File: config.mk
export PLATFORM = sky130hd
export DESIGN_NAME = alarm_controller
export DESIGN_NICKNAME = d
export VERILOG_FILES = /design/src/rtl/alarm_controller_pkg.sv /design/src/rtl/alarm_controller_wrap.sv /design/src/rtl/alarm_controller.sv
export SDC_FILE = /design/constraint.sdc
export NUM_CORES = 1
export LEC_CHECK = 0
export ABC_AREA = 1
export BUFFER_PORTS_ARGS = -buffer_cell sky130_fd_sc_hd__buf_2
export CAP_MARGIN = 20
export CORE_ASPECT_RATIO = 0.7
export CORE_MARGIN = 5
export CORE_UTILIZATION = 52
export DETAILED_ROUTE_END_ITERATION = 8
export GPL_TIMING_DRIVEN = 0
export PLACE_DENSITY = 0.76
export RECOVER_POWER = 50
export SLEW_MARGIN = 20
export SYNTH_ARGS = -nofsm -noshare
export SYNTH_HDL_FRONTEND = slang
export SYNTH_SLANG_ARGS = --single-unit
File: constraint.sdc
create_clock -name clk -period 1.6 [get_ports clk]
set_input_delay 0.48 -clock clk [delete_from_list [all_inputs] [get_ports clk]]
set_output_delay 0.48 -clock clk [all_outputs]
set_load 0.05 [all_outputs]
File: src/rtl/alarm_controller_pkg.sv
// Shared definitions for the alarm controller: FSM encoding, field-select
// indices and time/counter limits.
package alarm_controller_pkg;

  typedef enum logic [1:0] {
    IDLE    = 2'd0,
    ARMED   = 2'd1,
    RINGING = 2'd2,
    SNOOZED = 2'd3
  } alarm_state_e;

  localparam int SEL_MIN  = 0;
  localparam int SEL_HOUR = 1;
  localparam int SEL_ARM  = 2;

  localparam int MAX_MIN  = 59;
  localparam int MAX_HOUR = 23;
  localparam int CNT_W    = 9;

endpackage

File: src/rtl/alarm_controller_wrap.sv
// Modular up/down counter wrapping between 0 and MAX; steps only when
// load_en is high and exactly one of up/down is asserted.
module wrap_updown_counter #(
  parameter int W   = 6,
  parameter int MAX = 59
) (
  input  logic         clk,
  input  logic         rst,
  input  logic         load_en,
  input  logic         up,
  input  logic         down,
  output logic [W-1:0] value
);

  logic [W-1:0] value_q;
  logic [W-1:0] value_d;

  always_comb begin
    value_d = value_q;
    if (load_en && up && !down) begin
      value_d = (value_q == W'(MAX)) ? '0 : value_q + 1'b1;
    end else if (load_en && down && !up) begin
      value_d = (value_q == '0) ? W'(MAX) : value_q - 1'b1;
    end
  end

  always_ff @(posedge clk or posedge rst) begin
    if (rst) begin
      value_q <= '0;
    end else begin
      value_q <= value_d;
    end
  end

  assign value = value_q;

endmodule

File: src/rtl/alarm_controller.sv
// Alarm time/arm editing plus the match-edge detector and the
// ring/snooze state machine driving the buzzer and LED outputs.
module alarm_controller
  import alarm_controller_pkg::*;
#(
  parameter int RING_SECS   = 60,
  parameter int SNOOZE_SECS = 300
) (
  input  logic       clk,
  input  logic       rst,
  input  logic       en,
  input  logic [3:0] sel,
  input  logic       inc,
  input  logic       dec,
  input  logic       stop,
  input  logic       snooze,
  input  logic       sec_tick,
  input  logic [4:0] cur_hour,
  input  logic [5:0] cur_min,
  output logic [4:0] alarm_hour,
  output logic [5:0] alarm_min,
  output logic       armed,
  output logic       ringing,
  output logic       snoozing
);

  alarm_state_e     state_q, state_d;
  logic [CNT_W-1:0] ring_cnt_q, ring_cnt_d;
  logic [CNT_W-1:0] snooze_cnt_q, snooze_cnt_d;
  logic             match_q, match_d;

  logic sel_onehot;
  logic edit_ok;
  logic min_edit;
  logic hour_edit;
  logic arm_toggle;
  logic match;
  logic trigger;

  assign sel_onehot = (sel != 4'd0) && ((sel & (sel - 4'd1)) == 4'd0);
  assign edit_ok    = en && sel_onehot && (inc ^ dec);
  assign min_edit   = edit_ok && sel[SEL_MIN];
  assign hour_edit  = edit_ok && sel[SEL_HOUR];
  assign arm_toggle = edit_ok && sel[SEL_ARM];

  wrap_updown_counter #(.W(6), .MAX(MAX_MIN)) u_min_cnt (
    .clk     (clk),
    .rst     (rst),
    .load_en (min_edit),
    .up      (inc),
    .down    (dec),
    .value   (alarm_min)
  );

  wrap_updown_counter #(.W(5), .MAX(MAX_HOUR)) u_hour_cnt (
    .clk     (clk),
    .rst     (rst),
    .load_en (hour_edit),
    .up      (inc),
    .down    (dec),
    .value   (alarm_hour)
  );

  // match_q follows match even during edits so dropping en cannot fake an edge.
  assign match   = (cur_hour == alarm_hour) && (cur_min == alarm_min);
  assign match_d = match;
  assign trigger = match && !match_q && !en;

  always_comb begin
    state_d      = state_q;
    ring_cnt_d   = ring_cnt_q;
    snooze_cnt_d = snooze_cnt_q;

    case (state_q)
      IDLE: begin
        if (arm_toggle) begin
          state_d = ARMED;
        end
      end

      ARMED: begin
        if (arm_toggle) begin
          state_d      = IDLE;
          ring_cnt_d   = '0;
          snooze_cnt_d = '0;
        end else if (trigger) begin
          state_d    = RINGING;
          ring_cnt_d = '0;
        end
      end

      RINGING: begin
        if (sec_tick) begin
          ring_cnt_d = ring_cnt_q + 1'b1;
        end
        if (arm_toggle) begin
          state_d      = IDLE;
          ring_cnt_d   = '0;
          snooze_cnt_d = '0;
        end else if (stop) begin
          state_d = ARMED;
        end else if (snooze) begin
          state_d      = SNOOZED;
          snooze_cnt_d = '0;
        end else if (sec_tick && ring_cnt_q == CNT_W'(RING_SECS - 1)) begin
          state_d = ARMED;
        end
      end

      SNOOZED: begin
        if (sec_tick) begin
          snooze_cnt_d = snooze_cnt_q + 1'b1;
        end
        if (arm_toggle) begin
          state_d      = IDLE;
          ring_cnt_d   = '0;
          snooze_cnt_d = '0;
        end else if (stop) begin
          state_d = ARMED;
        end else if (sec_tick && snooze_cnt_q == CNT_W'(SNOOZE_SECS - 1)) begin
          state_d    = RINGING;
          ring_cnt_d = '0;
        end
      end

      default: begin
        state_d = IDLE;
      end
    endcase
  end

  always_ff @(posedge clk or posedge rst) begin
    if (rst) begin
      state_q      <= IDLE;
      ring_cnt_q   <= '0;
      snooze_cnt_q <= '0;
      match_q      <= 1'b0;
    end else begin
      state_q      <= state_d;
      ring_cnt_q   <= ring_cnt_d;
      snooze_cnt_q <= snooze_cnt_d;
      match_q      <= match_d;
    end
  end

  // Outputs decode directly from the registered state.
  assign armed    = (state_q != IDLE);
  assign ringing  = (state_q == RINGING);
  assign snoozing = (state_q == SNOOZED);

endmodule

==> impl_metrics.csv <==
group,metric,value,unit
floorplanning,die_x,94.5,um
power,power.leakage,1.73,nW
yosys,yosysWarnings,0,
sta,setup_tns,-438,ps
outcome,violations,"setup timing",
clock_network,cts_sinks,32,
final_layout,drive_above_1_share,0.316,
sta,final-setup-viol-count,10,
global_route,track_usage,0.217,
final_layout,area_growth,33.3,%
global_route,grt_max_degree,33,
global_route,gr-total-overflow,0,
clock_network,postCtsHoldBufs,0,
sta,clock_skew,8.68,ps
yosys,synth_top_area_frac,0.308,
route,wire_per_inst,13.8,um
route,drc,0,
clock_network,path_clk_slew,70,ps
clock_network,cts_max_level,2,
yosys,synth_cell_type_count,34,
global_route,antenna_found_initial,0,
placed_design,dp.cells,501,
yosys,synth_largest_area_cell,"dfrtp_1",
yosys,synth_area_leaders,"dfrtp_1, nand2_1, nand3_1",
placed_design,dp_slack,-444,ps
route,via_count,2930,
placed_design,io_buffers,36,
yosys,synth_seq_cells,32,
sta,fmax,595,MHz
route,drtPass1Iterations,5,
setup_path,cp.required,1780,ps
route,wl,7460,um
final_layout,finalNonFillerCells,541,
setup_path,worstPathArrival,1870,ps
floorplanning,die-area,6530,um^2
sta,tightestPinTransition,682,ps
clock_network,cts_root_buffer,"clkbuf_8",
sta,slew_headroom,0.544,
sta,setup_slack,-81.6,ps
job,maxCapViolations,0,
clock_network,cts_made_buffers,5,
yosys,syn_area,2600,um^2
final_layout,post-route-util,0.720,
final_layout,diodes,0,
yosys,avgSynthCellArea,6.56,um^2
route,vias_per_cell,5.42,
route,drt_iter0_markers,218,
sta,fin_crit,1680,ps
global_route,grt_pass1_wl,11400,um
clock_network,cts_max_path_buffers,2,
final_layout,nets,501,
floorplanning,core,4810,um^2
placed_design,gp_congestion,0.936,
clock_network,cts_tree,"yes",
outcome,outcome,"complete, but fails checks",
placed_design,placed_cell_area,2900,um^2
sta,fin_crit_sh,1.05,
sta,drv_slew,0,
final_layout,final_area,3460,um^2
floorplanning,start_util,0.540,
yosys,netlist_instances,396,
yosys,synth_seq_area_share,0.308,
placed_design,dp.final_hpwl,4650,um
setup_path,critPathMaxFanout,5,
floorplanning,fp.dieH,69.1,um
route,postRouteAntennaNets,0,
setup_path,crit_type,"flop to flop",
hold_path,worstHoldPathType,"primary input to async pin",
global_route,grt_pass1_vias,2544,
setup_path,crit_path_start_kind,"flop",
yosys,syn_nets,426,
power,peakVddDrop,0.000996,V
final_layout,final_cell_mix,"nand2_1, nand3_1, inv_1",
setup_path,crit_path_end_kind,"flop",
final_layout,mostFrequentLayoutCell,"nand2_1",
floorplanning,rows,21,
power,p_per_area,1530,nW/um^2
sta,finalHoldViolations,0,
clock_network,worstSkewPairLatency,290,ps
sta,grt_setup_unrepaired,"true",
floorplanning,io_pins,37,
==> worst max-delay path, cell delays in order (launching register included) <==
cell	delay, ps
dfrtp_1	440
inv_1	110
nand2_1	70
nor2_2	100
nand4_1	130
nand3_2	120
nand2_2	80
nor2_4	230
nand2_2	130
nand2_1	100
nand2_1	60
==> state kept, by name, summed over array words and instances, names as in the netlist <==
register          cells
ring_cnt_q            9
snooze_cnt_q          9
u_min_cnt.value       6
match_q               1
u_hour_cnt.value      5
state_q               2
==> layout make-up <==
class	instances	area [um^2]
Buffer	4	33.8
Clock buffer	6	72.6
Clock inverter	2	35.0
Fill cell	393	1350
Inverter	55	220
Multi-Input combinational cell	306	1710
Sequential cell	32	816
Tap cell	69	86.3
Timing Repair Buffer	67	483
==> cell usage after synthesis (all sizes together) <==
cell,n
ha,7
nor4,1
nand3,53
o22ai,1
nand2,123
o211ai,1
a22oi,1
nor3b,3
a31oi,1
dfrtp,32
o221ai,1
clkbuf,1
buf,4
o31ai,1
a21oi,8
and3,1
nand3b,2
o21a,3
nor3,8
o21ai,20
a21boi,1
inv,55
xor2,7
nand4,9
nor2,44
xnor2,8
==> path summary, 6_finish.rpt <==
check | slack (ps) | from | to | depth (start not counted)
max in group asynchronous | 820 | rst | state_q[1]$_DFFE_PP0P_ | 2
worst max register to register | -80 | snooze_cnt_q[2]$_DFFE_PP0P_ | ring_cnt_q[6]$_DFFE_PP0P_ | 10
worst max-delay path | -80 | snooze_cnt_q[2]$_DFFE_PP0P_ | ring_cnt_q[6]$_DFFE_PP0P_ | 10
worst min-delay path | 280 | rst | snooze_cnt_q[2]$_DFFE_PP0P_ | 2
worst min register to register | 500 | ring_cnt_q[5]$_DFFE_PP0P_ | ring_cnt_q[5]$_DFFE_PP0P_ | 2
min in group clk | 480 | cur_hour[2] | match_q$_DFF_PP0_ | 4
==> repair_timing <==
item,4_1_cts,5_1_grt
endpoints found under the hold margin,0,0
gates resized for setup,21,49
pin swaps,9,25
buffers inserted,13,17
gates cloned,1,2
setup endpoints to repair,22,32
==> report_power, final <==
part / leakage (nW) / internal (mW) / total [mW] / switching [mW]
combinational: 1.28 / 1.25 / 3.24 / 1.99
sequential: 0.403 / 0.992 / 1.29 / 0.298
clock: 0.0552 / 0.462 / 0.774 / 0.312
==> kinds of logic after synthesis <==
group           after synthesis  share of synthesized area
compound gates               38                     0.0868
xor+xnor                     15                     0.0506
fa+ha+maj                     7                     0.0337
buf+inv                      60                     0.0906
flops                        32                      0.308
simple gates                244                      0.430
==> layer usage <==
layer,track usage,share of wire
met3,0.0402,0.072
met5,0,0
met1,0.306,0.45
met4,0.0736,0.025
met2,0.333,0.46
==> per-stage QoR <==
stage | total power [mW] | hold WS (ps)
after floorplan | 3.03 | 463
after global placement | 3.55 | 486
after detailed placement | 3.59 | 483
after CTS | 4.75 | 324
after global routing | 5.65 | 358
final | 5.30 | 285
No activity file was read; power rests on OpenSTA's default activity.
